### src/rtl/hazard_ctrl_pkg.sv
// Shared types and constants for the decode-stage hazard/flush controller.
// Optional feature macro used by hazard_ctrl: HAZARD_FWD_EN (writeback bypass).
package hazard_pkg;

  localparam int REG_IDX_W    = 5;
  localparam int DEF_NUM_REGS = 32;
  localparam int DEF_CNT_W    = 2;
  localparam int FLUSH_CNT_W  = 4;

  // Controller states
  typedef logic [1:0] state_t;
  localparam state_t S_RUN   = 2'd0;
  localparam state_t S_FLUSH = 2'd1;
  localparam state_t S_DRAIN = 2'd2;

  // Decode-side request bundle
  typedef struct packed {
    logic                 valid;
    logic [REG_IDX_W-1:0] rs1;
    logic [REG_IDX_W-1:0] rs2;
    logic                 use_rs1;
    logic                 use_rs2;
    logic [REG_IDX_W-1:0] rd;
    logic                 reg_write;
  } dec_req_t;

  // Writeback-side commit bundle
  typedef struct packed {
    logic                 we;
    logic [REG_IDX_W-1:0] rd;
  } wb_req_t;

endpackage

### src/rtl/hazard_ctrl_sb_counter.sv
// Per-register in-flight write counter. inc+dec together cancel; a dec at
// zero is refused and flagged as underflow; an inc at full is refused.
module sb_counter #(
  parameter int CNT_W = 2
) (
  input  logic             clk,
  input  logic             rst_n,
  input  logic             inc,
  input  logic             dec,
  output logic [CNT_W-1:0] cnt,
  output logic             zero,
  output logic             full,
  output logic             underflow
);

  logic dec_ok, up, dn;

  assign zero      = (cnt == '0);
  assign full      = &cnt;
  assign underflow = dec & zero;
  assign dec_ok    = dec & ~zero;
  assign up        = inc & ~dec_ok & ~full;
  assign dn        = dec_ok & ~inc;

  // Count update; a cancelled inc/dec pair leaves the count alone
  always_ff @(posedge clk) begin
    if (!rst_n)   cnt <= '0;
    else if (up)  cnt <= cnt + 1'b1;
    else if (dn)  cnt <= cnt - 1'b1;
  end

endmodule

### src/rtl/hazard_ctrl.sv
// Scoreboard hazard / flush / drain controller for the decode stage.
// Define HAZARD_FWD_EN to let a same-cycle writeback of the last pending
// write satisfy a source operand (bypass) instead of stalling.
module hazard_ctrl import hazard_pkg::*; #(
  parameter int NUM_REGS     = DEF_NUM_REGS,
  parameter int CNT_W        = DEF_CNT_W,
  parameter int FLUSH_CYCLES = 2
) (
  input  logic                 clk,
  input  logic                 rst_n,
  input  logic                 dec_valid_i,
  input  logic [REG_IDX_W-1:0] dec_rs1_i,
  input  logic [REG_IDX_W-1:0] dec_rs2_i,
  input  logic                 dec_use_rs1_i,
  input  logic                 dec_use_rs2_i,
  input  logic [REG_IDX_W-1:0] dec_rd_i,
  input  logic                 dec_reg_write_i,
  input  logic                 jump_i,
  input  logic                 drain_req_i,
  input  logic                 wb_reg_write_i,
  input  logic [REG_IDX_W-1:0] wb_rd_i,
  output logic                 stall_o,
  output logic                 issue_o,
  output logic                 flush_o,
  output logic                 drain_done_o,
  output logic [NUM_REGS-1:0]  busy_mask_o,
  output logic                 wb_err_o,
  output logic                 fwd_rs1_o,
  output logic                 fwd_rs2_o
);

  dec_req_t d;
  wb_req_t  w;

  assign d = '{valid: dec_valid_i, rs1: dec_rs1_i, rs2: dec_rs2_i,
               use_rs1: dec_use_rs1_i, use_rs2: dec_use_rs2_i,
               rd: dec_rd_i, reg_write: dec_reg_write_i};
  assign w = '{we: wb_reg_write_i, rd: wb_rd_i};

  logic [NUM_REGS-1:0][CNT_W-1:0] cnt;
  logic [NUM_REGS-1:0]            zero_v, full_v, unf_v;
  logic [NUM_REGS-1:1]            inc_v, dec_v;

  // x0 is never tracked: constant empty slot
  assign cnt[0]    = '0;
  assign zero_v[0] = 1'b1;
  assign full_v[0] = 1'b0;
  assign unf_v[0]  = 1'b0;

  genvar r;
  generate
    for (r = 1; r < NUM_REGS; r++) begin : g_sb
      assign inc_v[r] = issue_o & d.reg_write & (d.rd == REG_IDX_W'(r));
      assign dec_v[r] = w.we & (w.rd == REG_IDX_W'(r));
      sb_counter #(.CNT_W(CNT_W)) u_cnt (
        .clk       (clk),
        .rst_n     (rst_n),
        .inc       (inc_v[r]),
        .dec       (dec_v[r]),
        .cnt       (cnt[r]),
        .zero      (zero_v[r]),
        .full      (full_v[r]),
        .underflow (unf_v[r])
      );
    end
  endgenerate

  state_t                 state;
  logic [FLUSH_CNT_W-1:0] fcnt;
  logic                   hit1, hit2, struct_hz, all_zero;

  // Bypass: writeback retiring the only pending write to a source
`ifdef HAZARD_FWD_EN
  assign fwd_rs1_o = w.we & (w.rd == d.rs1) & (cnt[d.rs1] == CNT_W'(1));
  assign fwd_rs2_o = w.we & (w.rd == d.rs2) & (cnt[d.rs2] == CNT_W'(1));
`else
  assign fwd_rs1_o = 1'b0;
  assign fwd_rs2_o = 1'b0;
`endif

  assign hit1      = d.use_rs1 & (d.rs1 != '0) & ~zero_v[d.rs1] & ~fwd_rs1_o;
  assign hit2      = d.use_rs2 & (d.rs2 != '0) & ~zero_v[d.rs2] & ~fwd_rs2_o;
  assign struct_hz = d.reg_write & (d.rd != '0) & full_v[d.rd];
  assign all_zero  = (cnt == '0);

  assign stall_o     = d.valid & ((state != S_RUN) | hit1 | hit2 | struct_hz | jump_i);
  assign issue_o     = d.valid & ~stall_o;
  assign flush_o     = (state == S_FLUSH);
  assign busy_mask_o = ~zero_v;

  // Control FSM: flush countdown after jumps, drain until scoreboard empty
  always_ff @(posedge clk) begin
    if (!rst_n) begin
      state        <= S_RUN;
      fcnt         <= '0;
      drain_done_o <= 1'b0;
    end else begin
      drain_done_o <= 1'b0;
      case (state)
        S_RUN: begin
          if (jump_i) begin
            state <= S_FLUSH;
            fcnt  <= FLUSH_CNT_W'(FLUSH_CYCLES);
          end else if (drain_req_i) begin
            state <= S_DRAIN;
          end
        end
        S_FLUSH: begin
          if (jump_i)                          fcnt  <= FLUSH_CNT_W'(FLUSH_CYCLES);
          else if (fcnt == FLUSH_CNT_W'(1))    state <= S_RUN;
          else                                 fcnt  <= fcnt - 1'b1;
        end
        S_DRAIN: begin
          if (jump_i) begin
            state <= S_FLUSH;
            fcnt  <= FLUSH_CNT_W'(FLUSH_CYCLES);
          end else if (all_zero) begin
            drain_done_o <= 1'b1;
            state        <= S_RUN;
          end
        end
        default: state <= S_RUN;
      endcase
    end
  end

  // Sticky flag for a writeback with nothing in flight
  always_ff @(posedge clk) begin
    if (!rst_n)      wb_err_o <= 1'b0;
    else if (|unf_v) wb_err_o <= 1'b1;
  end

endmodule

### config.mk
export PLATFORM = sky130hd
export DESIGN_NAME = hazard_ctrl
export DESIGN_NICKNAME = d
export VERILOG_FILES = /design/src/rtl/hazard_ctrl_pkg.sv /design/src/rtl/hazard_ctrl_sb_counter.sv /design/src/rtl/hazard_ctrl.sv
export SDC_FILE = /design/constraint.sdc
export NUM_CORES = 1
export LEC_CHECK = 0
export CORE_MARGIN = 2
export CORE_UTILIZATION = 40
export CTS_BUF_LIST = sky130_fd_sc_hd__clkbuf_4 sky130_fd_sc_hd__clkbuf_8 sky130_fd_sc_hd__clkbuf_16
export DETAILED_ROUTE_END_ITERATION = 7
export SYNTH_ARGS = -nofsm -noshare
export SYNTH_HDL_FRONTEND = slang
export SYNTH_SLANG_ARGS = --single-unit
### constraint.sdc
create_clock -name clk -period 6.65 [get_ports clk]
set_input_delay 1.33 -clock clk [delete_from_list [all_inputs] [get_ports clk]]
set_output_delay 1.33 -clock clk [all_outputs]
set_load 0.01 [all_outputs]
==> metrics.csv, run 1 <==
stage,metric,value,unit
status,run status,"finished, final reports clean",
die,core area,15030,sq um
die,Initial Util,40.50,%
yosys,Yosys reg bits,70,
setup_path,crit path launch type,primary input,
yosys,most common library cells after synthesis,"102 x nor2_1, 92 x nand2_1, 70 x dfxtp_1",
setup_path,WP data required,5.32,ns
global_routing,remaining global-route overflow,0,
routing,wire length on met3,2164,um
setup_path,WS Path Type,primary input to output pin,
routing,via/cell ratio,6.366,
sta,fin crit share,88.61,%
finish,share of layout cells above drive strength 1,7.539,%
sta,Fin. Hold Viols,0,
yosys,post-synth top area share,23.02,%
clock_tree,H-tree depth,3,
clock_tree,root buffer cell,clkbuf_16,
yosys,commonest register cell after synthesis,dfxtp_1,
setup_path,CP max-delay cell,clkdlybuf4s50_1,
clock_tree,later-pin clock latency in the skew report,0.36,ns
die,Chip Height,127.4,um
placed_design,Final Wtd Congestion,0.9905,
global_routing,global-route wire length before repair,36190,um
placed_design,placed wire-length estimate,17560,um
finish,multi-input logic area,4270,sq um
placed_design,number of port buffers,64,
die,Top Ports,68,
yosys,Post-Synthesis Cells,865,
setup_path,crit path from,dec_rd_i[1],
pwr,PD cells,155.4,nW/um^2
finish,final net count,928,
sta,RSZ-0062 raised after global routing,false,
worst_hold_path,HP Start,fcnt[3],
routing,WL met2,10540,um
yosys,Mean Syn Cell Area,7.039,sq um
yosys,Post-synth EDFFs,0,
yosys,sequential fraction of the synthesis area,23.02,%
routing,wire per inst,21.72,um
yosys,post-synthesis cell type count,70,
sta,setup TNS,0,ns
pwr,Leak Pwr,0.002533,uW
setup_path,CP peak stage delay,1.00,ns
clock_tree,post-CTS sizing,0,
yosys,ys async rst share,0,%
finish,Antenna Cells,0,
routing,Vias,6939,
setup_path,top fanout value on the critical path,21,
finish,P&R area growth vs syn,16.46,%
worst_hold_path,hold crit path type,register to register,
clock_tree,Num CTS Buffers,9,
global_routing,initial antenna violation count,0,
yosys,"top cells by area, synth","dfxtp_1 23%, nor2_1 6.3%, nand2_1 5.7%, mux4_2 4.4%, nor3_1 4.2%",
placed_design,placed cell count,1074,
sta,worst hold slack,0.4720,ns
finish,Register Area,1401,sq um
setup_path,Worst Path Buf+Inv,2,
sta,skew final,0.006347,ns
clock_tree,CTS tree,built,
pwr,worst vdd ir,0.1230,mV
setup_path,CP arrival,4.56,ns
routing,First DRT Iteration DRCs,789,
clock_tree,deepest clock path buffer count,2,
setup_path,critical path's top delay family,buffers and inverters,
die,row cnt,45,
die,Die W,127.4,um
setup_path,crit-path cells,clkdlybuf4s50_1 > nand2b_1 > nor3_2 > a2bb2oi_1 > nand3_1 > nor2_1 > a21oi_1 > o21ai_0 > nor2_1 > clkdlybuf4s50_1,
global_routing,Total GRT Usage,29.12,%
finish,Final Non-Filler Cells,1090,
routing,post-route ant nets,0,
yosys,largest area contributor in the netlist,dfxtp_1,
yosys,top-count cell post-synth,nor2_1,
finish,# fillers,1532,
routing,M1 WL,10460,um
sta,Worst Tran Pin Value,1.213,ns
sta,min cycle time layout,5.893,ns
clock_tree,clk slew on worst S/H paths,0.06,ns
die,die area,16220,sq um
routing,highest metal used,met4,
setup_path,RR Startpoint,g_sb[14].u_cnt.cnt[1],
global_routing,vias in the first global route,6093,
routing,Remaining DRCs,0,
sta,Max Clock Freq,169.7,MHz
sta,Final setup viols,0,
flow_run,max cap viols,0,
sta,"Slew Viols, Final",0,
sta,Max-slew headroom,18.36,%
global_routing,largest net degree at the start of global routing,51,
setup_path,Setup crit end kind,output pin,
yosys,yosys warns,0,
routing,routed wire length,23680,um
clock_tree,CTS Hold Buffers Added,0,
yosys,Mapped Area,6088,sq um
clock_tree,post-CTS setup buffers,0,
routing,DRT Pass-1 Iters,5,
clock_tree,CTS Sinks,70,
==> metrics by stage <==
stage	setup WS, ns	util [%]	cell area (sq um)	power, uW
after floorplan	2.094	-	6096	538.2
after global placement	0.9477	45.18	6792	598.4
after detailed placement	0.8805	45.18	6792	598.1
after CTS	0.8665	47.17	7091	1104
after global routing	0.5584	47.17	7091	1136
final	0.7573	47.17	7091	1102
==> cells by family (layout without fill, tap and decap cells) <==
| kind of cell | count (synthesis) | count (layout) | synth area share [%] |
|---|---|---|---|
| AO/OA/AOI/OAI | 216 | 216 | 24.19 |
| XOR/XNOR | 11 | 11 | 1.583 |
| other | 1 | 3 | 0.06159 |
| AND/OR/NAND/NOR | 437 | 437 | 36.50 |
| adder cells (fa/ha/maj) | 2 | 2 | 0.4109 |
| multiplexers | 28 | 28 | 7.275 |
| buffers and inverters | 100 | 135 | 6.966 |
| flip-flops | 70 | 70 | 23.02 |
==> report_power, final <==
| part | internal, uW | leakage (uW) | switching (uW) |
|---|---|---|---|
| Sequential | 423 | 0.000565 | 4.04 |
| Combinational | 57.1 | 0.00182 | 110 |
| Clock | 292 | 0.000146 | 216 |
| Total | 772 | 0.00253 | 330 |
==> registers in the layout, indices dropped and copies added (netlist names) <==
signal / cells
wb_err_o: 1
state: 2
fcnt: 4
g_sb.u_cnt.cnt: 62
drain_done_o: 1
==> layout by cell type, fill, tap and decap left out, drive strengths merged, types with 11 or more instances in the layout <==
cell type,n
nand2,92
nand3,26
a21oi,45
nor2,104
nor3,52
nor4,25
nor2b,17
a22oi,20
or3,17
o21ai,44
nand4,22
and3,17
clkdlybuf4s50,64
mux4,12
dfxtp,70
inv,46
nand2b,19
a31oi,11
==> layer usage <==
metal	track usage (%)	vias up
met5	0	-
met1	41.69	3259
met4	9.114	0
met3	5.653	37
met2	44.20	369
li1	-	3274
==> final timing paths <==
path | cells after the start | slack (ns) | to
min | 1 | 0.47 | fcnt[3]
max | 10 | 0.76 | issue_o
max reg2reg | 10 | 2.91 | g_sb[19].u_cnt.cnt[0]
min reg2reg | 1 | 0.47 | fcnt[3]
==> cell type report <==
class | instances | area share [%]
multi-input combinational | 697 | 60.23
sequential | 70 | 19.76
timing repair buffer | 74 | 10.09
tap | 188 | 3.317
clock buffer | 9 | 3.176
inverter | 45 | 2.382
clock inverter | 7 | 1.041
Power figures use the tool's default switching activity.
==> run 2: changes to the inputs <==
--- a/config.mk
+++ b/config.mk
@@ -9,6 +9,7 @@
 export CORE_UTILIZATION = 40
 export CTS_BUF_LIST = sky130_fd_sc_hd__clkbuf_4 sky130_fd_sc_hd__clkbuf_8 sky130_fd_sc_hd__clkbuf_16
 export DETAILED_ROUTE_END_ITERATION = 7
+export MAX_ROUTING_LAYER = met4
 export SYNTH_ARGS = -nofsm -noshare
 export SYNTH_HDL_FRONTEND = slang
 export SYNTH_SLANG_ARGS = --single-unit
==> metrics.csv, run 2 (same netlist as run 1, synthesis figures left out) <==
stage,metric,value,unit
setup_path,CP arrival,4.52,ns
global_routing,largest net degree at the start of global routing,48,
finish,share of layout cells above drive strength 1,7.436,%
finish,most frequent cells in the layout,"102 x nor2_1, 92 x nand2_1, 70 x dfxtp_1, 64 x clkdlybuf4s50_1, 51 x nor3_1",
die,Top Ports,68,
global_routing,Total GRT Usage,30.48,%
finish,Largest register FFs,62,
pwr,combinational power share,15.6,%
setup_path,worst r2r dst,g_sb[19].u_cnt.cnt[0],
setup_path,Worst Path Buf+Inv,4,
setup_path,critical path's top delay family,buffers and inverters,
sta,fin crit share,87.94,%
sta,RSZ-0062 raised after global routing,false,
sta,worst hold slack,0.4639,ns
setup_path,Setup crit end kind,output pin,
setup_path,crit path launch type,primary input,
clock_tree,H-tree depth,3,
sta,skew final,0.008256,ns
finish,final instance area,7071,sq um
finish,Top reg by flops,g_sb.u_cnt.cnt,
worst_hold_path,HP Start,fcnt[3],
pwr,worst vdd ir,0.1112,mV
routing,First DRT Iteration DRCs,861,
routing,Vias,7024,
finish,P&R area growth vs syn,16.13,%
clock_tree,clk slew on worst S/H paths,0.06,ns
finish,# fillers,1543,
global_routing,vias in the first global route,6127,
pwr,Seq pwr share,39.6,%
global_routing,remaining global-route overflow,0,
flow_run,max cap viols,0,
sta,Fin. Hold Viols,0,
finish,final net count,927,
placed_design,number of port buffers,64,
pwr,PnR Total Power,1078,uW
clock_tree,deepest clock path buffer count,2,
finish,"commonest non-fill, non-tap cell in the layout",nor2_1,
die,core area,15030,sq um
sta,"Slew Viols, Final",0,
routing,DRT Pass-1 Iters,5,
clock_tree,Num CTS Buffers,9,
die,row cnt,45,
pwr,PD cells,152.4,nW/um^2
die,Die W,127.4,um
setup_path,top fanout value on the critical path,12,
routing,post-route ant nets,0,
die,Chip Height,127.4,um
sta,Max Clock Freq,171.0,MHz
routing,via/cell ratio,6.444,
global_routing,global-route wire length before repair,36780,um
routing,wire per inst,22.07,um
clock_tree,post-CTS sizing,0,
die,Initial Util,40.50,%
setup_path,RR Startpoint,g_sb[14].u_cnt.cnt[1],
sta,setup TNS,0,ns
sta,Worst Tran Pin Value,1.146,ns
finish,Largest regs,"g_sb.u_cnt.cnt: 62 flops, fcnt: 4 flops, state: 2 flops",
clock_tree,CTS tree,built,
pwr,Sw Share,30.97,%
setup_path,Reg2Reg Depth,10,
clock_tree,CTS Sinks,70,
status,run status,"finished, final reports clean",
sta,min cycle time layout,5.848,ns
worst_hold_path,hold crit path type,register to register,
placed_design,Final Wtd Congestion,1.015,
routing,routed wire length,24060,um
placed_design,post-placement cell area,6784,sq um
pwr,Psw,333.8,uW
clock_tree,root buffer cell,clkbuf_16,
routing,Remaining DRCs,0,
setup_path,R2R Setup Slk,2.92,ns
pwr,Clock power frac,44.8,%
setup_path,Most common cell on crit path,clkdlybuf4s50_1,
clock_tree,later-pin clock latency in the skew report,0.36,ns
pwr,Leak Pwr,0.002514,uW
setup_path,CP max-delay cell,clkdlybuf4s50_1,
worst_hold_path,hold path cells,1,
placed_design,placed wire-length estimate,17790,um
setup_path,WS Path Type,primary input to output pin,
setup_path,CP peak stage delay,0.64,ns
clock_tree,post-CTS setup buffers,0,
pwr,internal power,744.1,uW
setup_path,WP data required,5.32,ns
sta,Max-slew headroom,22.93,%
global_routing,initial antenna violation count,1,
sta,Final setup viols,0,
setup_path,crit-path cells,clkdlybuf4s50_1 > inv_2 > mux4_2 > a2111oi_4 > a22oi_2 > nand4_1 > buf_4 > nor2_1 > o21ai_0 > and2_1 > clkdlybuf4s50_1,
clock_tree,CTS Hold Buffers Added,0,
die,die area,16220,sq um
worst_hold_path,Hold EP,fcnt[3],
## run 2: cell count changes in the layout (fill, tap and decap cells not counted), sizes merged
cell      delta
diode        +1
clkbuf       +1
bufinv       -1
buf          -1
clkinvlp     +2
clkinv       -2
## run 2: worst reg2reg max path: cells and delay by family, from the launching register on
family | cells | cell delay [ns]
buf+inv | 2 | 0.44
mux | 2 | 0.78
flops | 1 | 0.36
simple gates | 4 | 1.79
compound gates | 2 | 0.25
## run 2: worst max-delay path by stage
stage | start | to | slack (ns) | cells past startpoint
2_1_floorplan | dec_rs2_i[0] | stall_o | 2.09 | 9
3_5_place_dp | dec_rs2_i[0] | stall_o | 0.87 | 11
4_1_cts | dec_rs2_i[0] | stall_o | 0.87 | 11
6_report | dec_rs2_i[0] | stall_o | 0.80 | 11
5_1_grt | dec_rd_i[1] | issue_o | 0.56 | 10
3_3_place_gp | dec_rs2_i[0] | stall_o | 0.90 | 11
## run 2: power groups by stage
stage	Clock (uW)	Sequential [uW]	Combinational, uW
global route	502	427	181
floorplan	0	435	103
detailed placement	0	436	163
CTS	486	427	164
finish	483	427	168
global placement	0	436	162
## run 2: area by class of cell
class                   instances  area (sq um)  area share (%)
inverters                      45         168.9           2.389
well taps                     188         235.2           3.327
multi-input cells             697          4270           60.40
clock buffers                  10         239.0           3.380
flip-flops and latches         70          1401           19.82
repair buffers                 73         708.2           10.02
diodes                          1         2.502         0.03539
clock inverters                 6         45.04          0.6371
## run 2: layer usage
metal	part of all wire [%]	global-route usage, %
met5	0	-
met1	44	41.91
met4	3.5	12.80
met2	43	44.35
met3	9.0	5.025
## run 2: through the flow
stage	worst slack, ns	util, %	cells
floorplan	2.094	-	867
global placement	0.8977	45.13	1073
detailed placement	0.8748	45.13	1073
CTS	0.8654	47.02	1089
global route	0.5634	47.03	1090
finish	0.8019	47.03	1090
